File: src/rtl/jk_excitation_seq.sv
// jk_excitation_seq: sequencer for a bank of JK flip-flops.
// Holds a small table of target state words, and for each step derives the J/K
// excitation that moves the tracked present state Q onto the next target.
// Each J/K pair is offered on a valid/ready port, and Q mirrors the bank once
// the step is accepted.
module jk_excitation_seq #(
  parameter int              WIDTH   = 4,
  parameter int              DEPTH   = 8,
  parameter logic [WIDTH-1:0] INIT   = {WIDTH{1'b0}},
  parameter bit              DC_FILL = 1'b0
) (
  input  logic             clk,
  input  logic             Clear,
  input  logic             wr_en,
  input  logic [WIDTH-1:0] wr_data,
  output logic             wr_ready,
  input  logic             start,
  input  logic             loop,
  input  logic             stop,
  output logic [WIDTH-1:0] J_out,
  output logic [WIDTH-1:0] K_out,
  output logic             out_valid,
  input  logic             out_ready,
  output logic [WIDTH-1:0] Q,
  output logic             done,
  output logic             err
);

  localparam int AW = (DEPTH > 1) ? $clog2(DEPTH) : 1;
  localparam int CW = AW + 1;

  typedef enum logic [1:0] {
    S_IDLE = 2'd0,
    S_RUN  = 2'd1,
    S_DONE = 2'd2
  } state_t;

  state_t           state_r;
  state_t           state_nxt_s;
  logic [CW-1:0]    count_r;
  logic [AW-1:0]    rd_ptr_r;
  logic             loop_r;
  logic [WIDTH-1:0] table_mem [DEPTH];
  logic [WIDTH-1:0] tgt_s;
  logic [WIDTH-1:0] next_q_s;
  logic             run_s;
  logic             hs_s;
  logic             last_s;
  logic             wr_fire_s;
  logic             start_ok_s;

  // J excitation: don't-cares (q=1) become DC_FILL.
  function automatic logic [WIDTH-1:0] exc_j(input logic [WIDTH-1:0] q,
                                             input logic [WIDTH-1:0] t);
    if (DC_FILL) return t | q;
    else         return ~q & t;
  endfunction

  // K excitation: don't-cares (q=0) become DC_FILL.
  function automatic logic [WIDTH-1:0] exc_k(input logic [WIDTH-1:0] q,
                                             input logic [WIDTH-1:0] t);
    if (DC_FILL) return ~(q & t);
    else         return q & ~t;
  endfunction

  // JK characteristic equation applied to the whole bank.
  function automatic logic [WIDTH-1:0] jk_next(input logic [WIDTH-1:0] j,
                                               input logic [WIDTH-1:0] k,
                                               input logic [WIDTH-1:0] q);
    return (j & ~q) | (~k & q);
  endfunction

  assign run_s      = (state_r == S_RUN);
  assign hs_s       = run_s & out_ready;
  assign tgt_s      = table_mem[rd_ptr_r];
  assign last_s     = ({1'b0, rd_ptr_r} == (count_r - CW'(1)));
  assign wr_fire_s  = wr_en & wr_ready & ~Clear;
  assign start_ok_s = (state_r == S_IDLE) & start & (count_r != {CW{1'b0}});
  assign next_q_s   = jk_next(J_out, K_out, Q);

  // State register; Clear returns to IDLE.
  always_ff @(posedge clk) begin
    if (Clear) state_r <= S_IDLE;
    else       state_r <= state_nxt_s;
  end

  // Next-state logic: a run ends on stop, or after the last entry when not looping.
  always_comb begin
    state_nxt_s = state_r;
    case (state_r)
      S_IDLE: begin
        if (start_ok_s) state_nxt_s = S_RUN;
        else            state_nxt_s = S_IDLE;
      end
      S_RUN: begin
        if (stop)                        state_nxt_s = S_DONE;
        else if (hs_s && last_s && !loop_r) state_nxt_s = S_DONE;
        else                             state_nxt_s = S_RUN;
      end
      S_DONE:  state_nxt_s = S_IDLE;
      default: state_nxt_s = S_IDLE;
    endcase
  end

  // State-decoded handshake flags; writes are only taken in IDLE with room left.
  always_comb begin
    out_valid = 1'b0;
    done      = 1'b0;
    wr_ready  = 1'b0;
    case (state_r)
      S_IDLE:  wr_ready  = (count_r < CW'(DEPTH));
      S_RUN:   out_valid = 1'b1;
      S_DONE:  done      = 1'b1;
      default: wr_ready  = 1'b0;
    endcase
  end

  // Excitation for the current step, zero outside RUN.
  always_comb begin
    J_out = {WIDTH{1'b0}};
    K_out = {WIDTH{1'b0}};
    if (run_s) begin
      J_out = exc_j(Q, tgt_s);
      K_out = exc_k(Q, tgt_s);
    end else begin
      J_out = {WIDTH{1'b0}};
      K_out = {WIDTH{1'b0}};
    end
  end

  // Target table storage; contents are not reset, count alone defines validity.
  always_ff @(posedge clk) begin
    if (wr_fire_s) table_mem[count_r[AW-1:0]] <= wr_data;
  end

  // Table count, read pointer, loop flag, tracked state and error pulse.
  always_ff @(posedge clk) begin
    if (Clear) begin
      count_r  <= {CW{1'b0}};
      rd_ptr_r <= {AW{1'b0}};
      loop_r   <= 1'b0;
      Q        <= INIT;
      err      <= 1'b0;
    end else begin
      // Start is judged on the pre-write count, so an empty table plus a
      // simultaneous write still reports an error.
      err <= (wr_en & ~wr_ready) |
             ((state_r == S_IDLE) & start & (count_r == {CW{1'b0}}));
      if (wr_fire_s) count_r <= count_r + CW'(1);
      if (start_ok_s) begin
        rd_ptr_r <= {AW{1'b0}};
        loop_r   <= loop;
      end
      if (hs_s) begin
        Q <= next_q_s;
        if (last_s) rd_ptr_r <= {AW{1'b0}};
        else        rd_ptr_r <= rd_ptr_r + AW'(1);
      end
    end
  end

endmodule

File: config.mk
export PLATFORM = sky130hd
export DESIGN_NAME = jk_excitation_seq
export DESIGN_NICKNAME = d
export VERILOG_FILES = /design/src/rtl/jk_excitation_seq.sv
export SDC_FILE = /design/constraint.sdc
export NUM_CORES = 1
export LEC_CHECK = 0
export BUFFER_PORTS_ARGS = -buffer_cell sky130_fd_sc_hd__buf_2
export CORE_UTILIZATION = 35
export CTS_CLUSTER_DIAMETER = 200
export CTS_CLUSTER_SIZE = 20
export DETAILED_ROUTE_END_ITERATION = 16
export HOLD_SLACK_MARGIN = 0.03
export PLACE_DENSITY = 0.54
export SETUP_SLACK_MARGIN = 0.02
export SYNTH_ARGS = -nofsm -noshare
export SYNTH_HDL_FRONTEND = slang
export SYNTH_SLANG_ARGS = --single-unit
File: constraint.sdc
create_clock -name clk -period 6.96 [get_ports clk]
set_clock_uncertainty 0.2 [all_clocks]
set_input_delay 0.348 -clock clk [delete_from_list [all_inputs] [get_ports clk]]
set_output_delay 0.348 -clock clk [all_outputs]
set_load 0.005 [all_outputs]
After elaboration in Yosys (flattened, before gate mapping)
Memories as Yosys holds them, arrays and structs flattened. A register that Yosys moved wholly into a read port is not among the register bits.
Cells that the tools add are included.
{"block": "op_classes", "add_sub_neg": 3, "order_cmp": 1, "n_eq_ne": 3, "mux": 16, "bitwise": 18, "reduce_logical": 7}
{"op": "$and 4x4->4", "count": 4}
{"op": "$mux 3", "count": 5}
{"op": "$not 4->4", "count": 3}
{"op": "$mux 4", "count": 2}
{"op": "$and 1x1->1", "count": 7}
{"op": "$mux 1", "count": 6}
{"op": "$add 4x1->4 const B", "count": 1}
{"op": "$eq 3x4->1", "count": 1}
{"op": "$logic_not 4->1", "count": 1}
{"op": "$lt 4x4->1 const B", "count": 1}
{"op": "$mux 2", "count": 2}
{"op": "$or 4x4->4", "count": 1}
{"op": "$pmux 2 s2", "count": 1}
{"op": "$reduce_bool 4->1", "count": 1}
{"op": "$sub 4x1->4 const B", "count": 1}
{"op": "$add 3x1->3 const B", "count": 1}
{"op": "$eq 2x1->1 const B", "count": 1}
{"op": "$eq 2x2->1 const B", "count": 1}
{"op": "$logic_and 1x1->1", "count": 2}
{"op": "$logic_not 2->1", "count": 1}
{"op": "$not 1->1", "count": 2}
{"op": "$reduce_bool 2->1", "count": 1}
{"op": "$logic_not 1->1", "count": 1}
{"op": "$or 1x1->1", "count": 1}
{"block": "totals", "reg_bits": 15, "ram_bits": 32, "in_bits": 11, "elab_cells": 55, "mem_count": 1}
{"name": "table_mem", "depth": 8, "width": 4, "read_ports": 1, "rd_clocked_by_memory_dff": 1, "wr": 1, "line": "43", "source": "logic [WIDTH-1:0] table_mem [DEPTH];"}

Longest topological paths before layout
{"block": "logic_depth", "ltp_word": 7, "mapped_depth": 7, "ltp_nobuf": 6}

Worst setup path before layout
Ideal clock, no wire load.
{"block": "synth_timing", "path_type": "reg2reg", "start": "register count_r[0]", "end": "register state_r[0]", "setup_ps": 133, "arrival_ps": 1855, "required_time_ps": 6627, "setup_slack_ps": 4773, "path_stages_with_launch": 7, "n_path_buf": 0, "period_less_slack_ps": 2187, "cell_sequence": "dfxtp_1 > inv_1 > ha_1 > xor2_1 > or4bb_4 > a311oi_2 > o32ai_1"}
{"block": "synth_between", "elab_chain_len": 7}
{"item": "from (decl)", "line": "40", "source": "logic [CW-1:0] count_r;"}
{"item": "from (signal assigned)", "line": "139", "source": "count_r <= {CW{1'b0}};"}
{"item": "from (signal assigned)", "line": "149", "source": "if (wr_fire_s) count_r <= count_r + CW'(1);"}
{"item": "$sub 4x1->4", "line": "76", "source": "assign last_s = ({1'b0, rd_ptr_r} == (count_r - CW'(1)));"}
{"item": "$eq 3x4->1", "line": "76"}
{"item": "$logic_and 1x1->1 (2 in series)", "line": "97", "source": "else if (hs_s && last_s && !loop_r) state_nxt_s = S_DONE;"}
{"item": "$mux 2", "line": "97"}
{"item": "$mux 2", "line": "96", "source": "if (stop) state_nxt_s = S_DONE;"}
{"item": "$pmux 2 s2 *", "line": "90", "source": "case (state_r)"}
{"item": "to (signal assigned)", "line": "84", "source": "else state_r <= state_nxt_s;"}
{"item": "to (decl)", "line": "38", "source": "state_t state_r;"}
Mark *: on every way between the ends. The rest lies on a longest branch, timed or not.
A chain may end at the register's enable or synchronous reset.

==> reports/qor.csv <==
metric,value,unit
status,finished clean,
routedWlPerCell,15.8,µm
clockRootBuffer,clkbuf_8,
drcViolationCount,0,
clk_path_buf_depth,2,
boundaryPins,27,
internal_power,422,µW
rsz0062_at_grt,false,
place_congestion,0.745,
hold_viol_final,0,
fin_ws,4.33,ns
yosysSeqAreaShare,61.5,%
criticalPathCategory,flop to output pin,
syn_area_per_cell,13.8,µm²
final_common_cell,edfxtp_1,
fin_area,0.00242,mm²
min_period_over_period,37.9,%
syn_nets,171,
die_h,80.4,µm
synth_edf_count,32,
first_global_vias,1192,
avgViaCountPerCell,5.18,
drt_iter0_drc,69,
start_kind,flop,
worstSetupEndpointType,output pin,
p_seq_share,59.7,%
ys_types,39,
ys_seq_elements,50,
cp_num_cells,4,
synth_ff_type,edfxtp_1,
p_clk_share,29.6,%
slew_viol_final,0,
hold_slack,0.103,ns
fin_setup_tns,0,ns
slowest_delay,0.65,ns
grt_usage,13.4,%
syn2layout_area_growth,12.8,%
maxCapViolations,0,
cpLargestDelayFamily,multiplexers,
yosysWarnings,0,
core_region_area,0.00592,mm²
hpwl,3080,µm
grt-ovfl-total,0,
layout_common_cells,"32 x edfxtp_1, 26 x buf_2, 18 x dfxtp_1",
cts_max_level,2,
power_density,231,mW/mm²
drt_wl_total,4070,µm
cp_slowest_cell,dfxtp_1,
crit_fanout,8,
place_area,0.00233,mm²
async_reset_ff_share,0,%
timing.fmax,380,MHz
drive_gt1_share,25.8,%
n_antenna_cell,0,
worstHoldPathCells,2,
worstPathRequired,6.41,ns
antenna_found_initial,0,
netlist_area,0.00215,mm²
die_area,0.00646,mm²
switching_share,24.8,%
initial_utilization,36.3,%
cts_tree,yes,
rows,28,
utilization,41.0,%
worst_pin_slew,0.674,ns
cellLeakagePower,0.000874,µW
fin_nets,196,
chipWidth,80.4,µm
hold_buffers,0,
grt_max_degree,19,
num_vias,1330,
numCtsBuffers,5,
cts_resized,0,
grt_pass1_wl,6310,µm
setup_violations,0,
post_cts_buffers,0,
peakVddDrop,0.0000909,V
clock_sinks,50,
hold_path_class,input port to flop,
path_clk_slew,0.09,ns
ant_nets,0,
r2r_cells,4,
cp.buffers_inverters,1,
period_needed,2.63,ns
fillers,549,
drt-pass1-iter-count,4,
crit_path_cell_trace,mux4_2 > mux2i_1 > and3_1 > buf_2,
synthCells,156,
dp_slack,4.48,ns
slew_headroom,54.7,%
io_buffers,26,
insertion_delay,0.30,ns
crit_arrival,2.09,ns
combinationalPowerShare,10.7,%
switchingPower,139,µW
-- worst paths after layout --
path | start | to | slack [ns]
worst max register to register | count_r[3] | table_mem[1][3] | 4.49
worst max-delay path | flop | K_out[0] | 4.33
worst min-delay path | stop | state_r[1] | 0.10
worst min register to register | flop | flop | 0.33
-- through the flow --
| stage | total power (µW) | instances |
|---|---|---|
| finish | 561 | 257 |
| global route | 585 | 257 |
| CTS | 566 | 257 |
| detailed placement | 402 | 249 |
| global placement | 401 | 249 |
| floorplan | 383 | 156 |
-- power by group through the flow --
stage	Sequential, µW	Clock [µW]	Combinational, µW
floorplan	337	0	45.9
global placement	341	0	59.2
detailed placement	342	0	60.6
CTS	335	170	60.7
global route	337	181	67.4
finish	335	166	59.9
-- routing by layer --
layer	part of all wire, %	global-route usage (%)
met5	0	0
met4	1.0	3.75
met3	5.1	3.18
met2	47	20.7
met1	47	18.7
-- layout make-up --
class                           instances  area (µm²)  area share (%)
Timing Repair Buffer                   26         130            5.37
Clock inverter                          3        21.3           0.877
Sequential cell                        50        1320            54.5
Multi-Input combinational cell         94         774            31.9
Inverter                                4        15.0           0.619
Tap cell                               75        93.8            3.87
Clock buffer                            5        68.8            2.84
-- Yosys cell counts, types with 2 or more instances --
cell	count	share of area, %
nor2_1	17	3.0
nand2_1	7	1.2
a21oi_1	2	0.47
nor3_1	8	1.9
a211oi_1	4	1.4
nand4b_1	3	1.2
nand3_1	3	0.70
mux4_2	8	8.4
edfxtp_1	32	45
mux2i_1	5	2.3
clkbuf_1	6	1.0
dfxtp_1	18	17
xor2_1	4	1.6
nand3b_1	3	1.0
inv_1	4	0.70
ha_1	4	2.3
nand2b_1	3	0.87
and3_1	4	1.2
-- logic make-up after synthesis --
| kind of cell | Yosys count | synth area share (%) |
|---|---|---|
| adders and majority gates | 4 | 2.33 |
| buffers and inverters | 12 | 2.50 |
| and+or+nand+nor | 56 | 14.6 |
| muxes | 13 | 10.7 |
| AOI/OAI and AO/OA | 16 | 6.35 |
| xor gates and xnor gates | 5 | 2.04 |
| DFF | 50 | 61.5 |
Power figures use the tool's default switching activity.
